File: config.mk
export PLATFORM = sky130hd
export DESIGN_NAME = led_pattern_gen
export DESIGN_NICKNAME = d
export VERILOG_FILES = /design/src/rtl/led_pattern_gen.sv
export SDC_FILE = /design/constraint.sdc
export NUM_CORES = 1
export LEC_CHECK = 0
export CORE_AREA = 2 2 63 110
export DETAILED_ROUTE_END_ITERATION = 8
export DIE_AREA = 0 0 65 112
export SLEW_MARGIN = 20
export SYNTH_ARGS = -nofsm -noshare
export SYNTH_HDL_FRONTEND = slang
export SYNTH_SLANG_ARGS = --single-unit
File: constraint.sdc
create_clock -name clk -period 5.2 [get_ports clk]
set_input_delay 0.78 -clock clk [delete_from_list [all_inputs] [get_ports clk]]
set_output_delay 0.78 -clock clk [all_outputs]
set_load 0.02 [all_outputs]
File: src/rtl/led_pattern_gen.sv
// WIDTH-bit LED pattern generator: fill/drain, running dot, ping-pong and blink,
// paced by a DIV-clock prescaler with pause, direction and step/cycle pulses.
module led_pattern_gen #(
  parameter int WIDTH = 8,
  parameter int DIV   = 25000000,
  parameter int CNT_W = $clog2(DIV) + 1
) (
  input  logic             clk,
  input  logic             rs,
  input  logic             pause,
  input  logic [1:0]       mode,
  input  logic             dir,
  output logic [WIDTH-1:0] q,
  output logic             step_tick,
  output logic             cycle_done
);

  typedef enum logic {
    BOUNCE_LEFT  = 1'b0,
    BOUNCE_RIGHT = 1'b1
  } bounce_e;

  localparam logic [CNT_W-1:0] CNT_LAST = CNT_W'(DIV - 1);
  localparam logic [WIDTH-1:0] ONE_LSB  = WIDTH'(1);
  localparam logic [WIDTH-1:0] ONE_MSB  = {1'b1, {(WIDTH-1){1'b0}}};

  logic [CNT_W-1:0] cnt_q, cnt_d;
  logic [WIDTH-1:0] pat_q, pat_d;
  logic [1:0]       mode_q, mode_d;
  bounce_e          bounce_q, bounce_d;
  logic             step_tick_q, step_tick_d;
  logic             cycle_done_q, cycle_done_d;

  logic [WIDTH-1:0] step_pat;
  bounce_e          step_bounce;
  logic             step_done;

  function automatic logic [WIDTH-1:0] seed_of(input logic [1:0] m, input logic d);
    logic [WIDTH-1:0] s;
    s = '0;
    case (m)
      2'd1:    s = d ? ONE_MSB : ONE_LSB;
      2'd2:    s = ONE_LSB;
      default: s = '0;
    endcase
    return s;
  endfunction

  // Pattern value (and ping-pong direction) that the next step would produce.
  always_comb begin
    step_pat    = pat_q;
    step_bounce = bounce_q;
    step_done   = 1'b0;
    case (mode_q)
      2'd0: begin
        step_pat  = dir ? {~pat_q[0], pat_q[WIDTH-1:1]}
                        : {pat_q[WIDTH-2:0], ~pat_q[WIDTH-1]};
        step_done = (step_pat == '0);
      end
      2'd1: begin
        step_pat  = dir ? {pat_q[0], pat_q[WIDTH-1:1]}
                        : {pat_q[WIDTH-2:0], pat_q[WIDTH-1]};
        step_done = (step_pat == (dir ? ONE_MSB : ONE_LSB));
      end
      2'd2: begin
        if (bounce_q == BOUNCE_LEFT) begin
          if (pat_q[WIDTH-1]) begin
            step_bounce = BOUNCE_RIGHT;
            step_pat    = pat_q >> 1;
          end else begin
            step_pat    = pat_q << 1;
          end
        end else begin
          if (pat_q[0]) begin
            step_bounce = BOUNCE_LEFT;
            step_pat    = pat_q << 1;
          end else begin
            step_pat    = pat_q >> 1;
          end
        end
        step_done = step_pat[0];
      end
      default: begin
        step_pat  = ~pat_q;
        step_done = (step_pat == '0);
      end
    endcase
  end

  // A mode change reloads the seed ahead of any step, even while paused.
  always_comb begin
    cnt_d        = cnt_q;
    pat_d        = pat_q;
    mode_d       = mode_q;
    bounce_d     = bounce_q;
    step_tick_d  = 1'b0;
    cycle_done_d = 1'b0;
    if (mode != mode_q) begin
      pat_d    = seed_of(mode, dir);
      cnt_d    = '0;
      bounce_d = BOUNCE_LEFT;
      mode_d   = mode;
    end else if (!pause) begin
      if (cnt_q == CNT_LAST) begin
        cnt_d        = '0;
        pat_d        = step_pat;
        bounce_d     = step_bounce;
        step_tick_d  = 1'b1;
        cycle_done_d = step_done;
      end else begin
        cnt_d = cnt_q + CNT_W'(1);
      end
    end
  end

  always_ff @(posedge clk or negedge rs) begin
    if (!rs) begin
      cnt_q        <= '0;
      pat_q        <= '0;
      mode_q       <= 2'd0;
      bounce_q     <= BOUNCE_LEFT;
      step_tick_q  <= 1'b0;
      cycle_done_q <= 1'b0;
    end else begin
      cnt_q        <= cnt_d;
      pat_q        <= pat_d;
      mode_q       <= mode_d;
      bounce_q     <= bounce_d;
      step_tick_q  <= step_tick_d;
      cycle_done_q <= cycle_done_d;
    end
  end

  assign q          = pat_q;
  assign step_tick  = step_tick_q;
  assign cycle_done = cycle_done_q;

endmodule

==> impl_results.md, run 1 <==
- Die Footprint: roughly 7300 sq um
- Status: completed
- Crit path buffers/inverters: 2
- CTS root buf: clkbuf_16
- WL per Instance: between 15 and 20 um
- Gpl congestion: around 0.82
- Layout cell share with drive strength beyond 1: 0.0899
- Clock group share of total power: 0.491
- I/O pins: 16
- Comb power frac: 0.076
- Antenna Cells: 0
- Global-route usage over all layers: 0.172
- Slowest stage cell on the critical path: o311ai_0
- Core area: between 6000 and 7000 sq um
- Synth Warn #: 0
- Hold Vio Cnt, Final: 0
- Antenna-violating nets left: 0
- Area growth syn-to-layout: 12.7%
- Critical path class: in2reg
- Crit path capture type: flop
- Part of the power in registers: 0.434
- Switching fraction of total power: 0.221
- Critical Path Fanout Max: 12
- Fmax: around 0.37 GHz
- Post-synth EDFFs: 0
- Num rows: 39
- RSZ-0062 raised after global routing: false
- Pins over their slew limit: 0
- Register area share after synthesis: 0.399
- Critical path's largest stage delay: around 0.86 ns
- Worst hold margin: around 0.53 ns
- Post-synth top cells: 39 x dfrtp_1, 30 x nor2_1, 27 x nand2_1
- CTS tree: yes
- Largest net degree at the start of global routing: 40
- DR vias/cell: around 5.6
- Post-route DRC: 0
- CP Cell Sequence: clkdlybuf4s50_1 -> inv_1 -> o311ai_0 -> nor3_1 -> xnor2_1 -> nor2_1
- Worst-path clk slew: 0.06 ns
- Req. time, crit path: around 5.4 ns
- Worst Path Arrival: between 2 and 3 ns
- Slew headroom: 0.347
- IO buf count: 15
- Final wirelength: between 5000 and 6000 um
- Sw power: approximately 0.16 mW
- Area contributors post-synth: dfrtp_1 40%, xnor2_1 5.7%, nor2_1 4.6%
- Die width: approximately 65 um
- Post-synthesis instance area: roughly 2400 sq um
- Final min period: between 2 and 3 ns
- Setup_tns: 0 ns
- Crit-path leading delay family: compound AO/OA/AOI/OAI gates
- Worst skew pair latency: between 0.2 and 0.3 ns
- Critical Path Start Type: input port
- Hold_buf cts: 0
- Chip height: about 110 um
- Nets: 286
- Final worst-path cycle share: 0.519
- Yosys reg bits: 39
- # setup viols final: 0
- Hold Crit Class: reg2reg
- Clk sink count: 39
- Syn avg cell area: roughly 9.0 sq um
- Int Pwr: approximately 0.56 mW
- Clock tree buffer depth: 2
- Most common cell in the netlist: dfrtp_1
- CTS H-Tree Depth: 2
- Post-CTS Resized: 0
- Max-Cap Viols: 0
- DP HPWL: between 4000 and 5000 um
- Power Dens Cells: approximately 260 nW/um^2
- Share of flip-flops with an asynchronous set or reset: 1.00
- # Post-CTS Setup Buffers: 0
- Filler Cells Inserted: roughly 640
- Starting Density: 0.383
- GR Overflow Total: 0
- Main synth FF type: dfrtp_1
- Leakage Power: about 1.1 nW
- Yosys top cell area share: 0.399
- Initial antenna violation count: 0
- Worst VDD drop: between 150 and 200 uV
- Max Clock Skew: 0.00334 ns
- Vias in the first global route: between 2k and 2.5k
- Netlist cell types: 50
- DR vias: 2019
- Iteration-0 DRC Markers: 106
- DR pass1 iterations: 4
- First-pass GRT wire length: between 9000 and 10000 um
- Synth area leader: dfrtp_1
- Slew @ Worst Pin: 0.968 ns
- Mapped Nets: around 280
- Mapped Cells: between 200 and 300
- Num CTS Buffers: 5
## power groups by stage
stage | Combinational [mW] | Clock, mW | Sequential, mW
floorplan | 0.0411 | 0 | 0.315
detailed placement | 0.0553 | 0 | 0.318
global route | 0.0614 | 0.376 | 0.314
finish | 0.0545 | 0.354 | 0.313
CTS | 0.0557 | 0.362 | 0.313
global placement | 0.0550 | 0 | 0.318
## kinds of logic (layout without fill, tap and decap cells)
family,Yosys count,after routing,share of synthesized area
AO/OA/AOI/OAI,50,50,0.132
XOR/XNOR,24,24,0.0858
multiplexers,12,12,0.0511
AND/OR/NAND/NOR,119,119,0.260
adder cells (fa/ha/maj),3,3,0.0153
buffers and inverters,26,31,0.0572
flip-flops,39,39,0.399
## area by class of cell
cell class | instances | area [sq um] | area share
sequential | 39 | 976 | 0.354
clock inverter | 2 | 35.0 | 0.0127
inverter | 8 | 30.0 | 0.0109
timing repair buffer | 15 | 145 | 0.0526
tap | 82 | 103 | 0.0372
clock buffer | 6 | 139 | 0.0503
multi-input combinational | 208 | 1330 | 0.483
## registers in the layout (all words and copies together), names as in the netlist
name	cells
cnt_q	26
q	8
mode_q	2
bounce_q	1
cycle_done	1
step_tick	1
## cells in the final DEF (no fill, tap or decap), types with 6 or more instances in the layout
master and instances:
nor2_1 30, nor4_1 6, xnor2_1 16, a22oi_1 6
o211ai_1 6, dfrtp_1 39, mux2i_1 8, nand3_1 11
inv_1 8, nand4_1 9, clkdlybuf4s50_1 14, and4_1 6
nor3_1 9, a21oi_1 17, xor2_1 8, o21ai_0 8
nand2_1 27
## path summary, 6_finish.rpt
kind                                    endpoint  depth (start not counted)  slack [ns]                   from
setup / recovery           cnt_q[17]$_DFFE_PN0P_                          6        2.50                  pause
hold / removal             cnt_q[20]$_DFFE_PN0P_                          1        0.53  cnt_q[20]$_DFFE_PN0P_
setup reg to reg                q[3]$_DFFE_PN0P_                          5        2.99  cnt_q[10]$_DFFE_PN0P_
hold reg to reg            cnt_q[20]$_DFFE_PN0P_                          1        0.53  cnt_q[20]$_DFFE_PN0P_
max in group asynchronous  cnt_q[22]$_DFFE_PN0P_                          1        4.01                     rs
min in group asynchronous    step_tick$_DFF_PN0_                          1        0.62                     rs
## stage by stage
step                total power [mW]  utilization  std cells  setup slack [ns]  area (sq um)
detailed placement             0.374        0.405        352              2.24          2590
finish                         0.722        0.432        360              2.50          2760
global placement               0.373        0.405        352              2.22          2590
global route                   0.751        0.432        360              2.34          2760
CTS                            0.731        0.432        360              2.51          2760
floorplan                      0.356            -        273              3.15          2450
## layer usage
metal / vias up / routed length, um / part of all wire / global-route usage
li1: 984 / - / - / -
met1: 1006 / 2250 / 0.39 / 0.178
met2: 19 / 3340 / 0.58 / 0.334
met3: 10 / 81 / 0.014 / 0.0293
met4: 0 / 124 / 0.021 / 0.0610
met5: - / 0 / 0 / 0
No activity file was read; power rests on OpenSTA's default activity.
==> inputs of run 2 (changes only) <==
==> constraint.sdc (replaced) <==
create_clock -name clk -period 2.6 [get_ports clk]
set_input_delay 0.39 -clock clk [delete_from_list [all_inputs] [get_ports clk]]
set_output_delay 0.39 -clock clk [all_outputs]
set_load 0.02 [all_outputs]
==> run 2 against run 1 <==
  * Die area did not move
  * Flip-flop and latch count unchanged
  * Sequential share of layout area fell by 0.35 points
  * Register-to-register slack got worse by 2.7 ns
==> impl_results.md, run 2 (synthesis results as in run 1) <==
- Status: completed (unchanged)
- CTS root buf: clkbuf_16 (unchanged)
- DP HPWL: 4430 um (was 4340 um)
- Commonest non-fill, non-tap cell in the layout: dfrtp_1 (unchanged)
- Fmax: 0.441 GHz
- CP Cell Sequence: or4_4 -> nor4_4 -> and3_1 -> o21ai_0 -> o21ai_1 (was clkdlybuf4s50_1 -> inv_1 -> o311ai_0 -> nor3_1 -> xnor2_1 -> nor2_1)
- Initial antenna violation count: 0 (unchanged)
- Critical Path Start Type: flop (was input port)
- Filler Cells Inserted: 639 (was 641)
- # setup viols final: 0 (unchanged)
- # Post-CTS Setup Buffers: 0 (unchanged)
- Slowest stage cell on the critical path: or4_4 (was o311ai_0)
- Final min period: 2.27 ns
- Critical Path Fanout Max: 7 (was 12)
- Crit path capture type: flop (unchanged)
- Largest register by flop count: cnt_q (unchanged)
- CTS tree: yes (unchanged)
- Area growth syn-to-layout: 13.8% (was 12.7%)
- Inst Count DP: 358 (was 352)
- Iteration-0 DRC Markers: 128 (was 106)
- Global-route usage over all layers: 0.181 (was 0.172)
- CTS H-Tree Depth: 2 (unchanged)
- WL per Instance: 16.5 um (was 16.1 um)
- Critical path class: reg2reg (was in2reg)
- Largest net degree at the start of global routing: 40 (unchanged)
- Post-route DRC: 0 (unchanged)
- DR vias: 2053 (was 2019)
- GR Overflow Total: 0 (unchanged)
- Gpl congestion: 0.894 (was 0.824)
- Pins over their slew limit: 0 (unchanged)
- Setup_tns: 0 ns (unchanged)
- Antenna Cells: 0 (unchanged)
- Worst VDD drop: 257 uV (was 167 uV)
- Num CTS Buffers: 5 (unchanged)
- Power Dens Cells: 496 nW/um^2 (was 262 nW/um^2)
- Core area: 6390 sq um (unchanged)
- Worst-path clk slew: 0.06 ns (about the same)
- Max Clock Skew: 0.00272 ns (was 0.00334 ns)
- Req. time, crit path: 2.80 ns (was 5.35 ns)
- Crit-path leading delay family: simple AND/OR/NAND/NOR gates (was compound AO/OA/AOI/OAI gates)
- Post-CTS Resized: 0 (unchanged)
- R2R setup slack: 0.33 ns (was 2.99 ns)
- Setup crit start: cnt_q[10]$_DFFE_PN0P_ (was pause)
- RR Startpoint: cnt_q[10]$_DFFE_PN0P_ (unchanged)
- I/O pins: 16 (unchanged)
- Most frequent cells in the layout: 39 x dfrtp_1, 30 x nor2_1, 27 x nand2_1 (unchanged)
- Layout cell share with drive strength beyond 1: 0.106 (was 0.0899)
- Post-route insts no fill: 366 (was 360)
- IO buf count: 15 (unchanged)
- Worst skew pair latency: 0.28 ns (about the same)
- Final worst-path cycle share: 0.873
- DR pass1 iterations: 4 (unchanged)
- Starting Density: 0.383 (unchanged)
- Max FFs per register: 26 (unchanged)
- Leakage Power: 1.08 nW (was 1.06 nW)
- DR vias/cell: 5.61 (about the same)
- Critical path's largest stage delay: 0.58 ns (was 0.86 ns)
- Crit path buffers/inverters: 0 (was 2)
- Die width: 65 um (unchanged)
- Clock tree buffer depth: 2 (unchanged)
- Die Footprint: 7280 sq um (unchanged)
- Clk sink count: 39 (unchanged)
- First-pass GRT wire length: 10200 um (was 9860 um)
- Max-Cap Viols: 0 (unchanged)
- Final Power: 1.38 mW (was 0.722 mW)
- Slew headroom: 0.407 (was 0.347)
- Worst Path Arrival: 2.47 ns (was 2.85 ns)
- Nets: 292 (was 286)
- Antenna-violating nets left: 0 (unchanged)
- Hold Crit Class: in2async (was reg2reg)
- Hold_buf cts: 0 (unchanged)
- Num rows: 39 (unchanged)
- Slew @ Worst Pin: 0.889 ns (was 0.968 ns)
- RSZ-0062 raised after global routing: false (unchanged)
- Final wirelength: 6050 um (was 5790 um)
- Vias in the first global route: 2130 (was 2049)
- Hold Vio Cnt, Final: 0 (unchanged)
- Final Util: 0.436 (was 0.432)
- Chip height: 112 um (unchanged)
[run 2: worst register-to-register path: stages, from the launching register on]
cell     delay, ns
dfrtp_1       0.46
or4_4         0.58
nor4_4        0.40
and3_1        0.36
o21ai_0       0.20
o21ai_1       0.19
[run 2: stage by stage]
stage                     cell area [sq um]  worst slack, ns  hold WS (ns)
after floorplan                        2450            0.634        0.0944
after global placement                 2630            0.301         0.519
after detailed placement               2630            0.247         0.528
after CTS                              2790            0.371         0.268
after global routing                   2790            0.240         0.311
final                                  2790            0.331         0.234
[run 2: final cells by class]
type / instances / area (sq um) / share of cell area
Multi-Input combinational cell: 208 / 1330 / 0.478
Inverter: 8 / 30.0 / 0.0108
Tap cell: 82 / 103 / 0.0368
Clock buffer: 8 / 156 / 0.0561
Timing Repair Buffer: 21 / 190 / 0.0682
Sequential cell: 39 / 976 / 0.350
[run 2: per-layer routing]
layer | GRT usage | vias to the layer above | share of wire
met5 | 0 | - | 0
met4 | 0.0894 | 0 | 0.033
met3 | 0.0242 | 12 | 0.021
met2 | 0.347 | 32 | 0.59
met1 | 0.181 | 1018 | 0.36
li1 | - | 991 | -
[run 2: final timing paths]
kind,cells past startpoint,to
min reg2reg,1,cnt_q[20]$_DFFE_PN0P_
max in group asynchronous,1,q[4]$_DFFE_PN0P_
max,5,q[7]$_DFFE_PN0P_
min in group clk,1,cnt_q[20]$_DFFE_PN0P_
max reg2reg,5,q[7]$_DFFE_PN0P_
min,1,cnt_q[13]$_DFFE_PN0P_
[run 2: power by group]
group          internal, mW  switching, mW  leakage (nW)
registers             0.613         0.0133         0.539
clock network         0.408          0.233        0.0772
logic                0.0417         0.0744         0.467
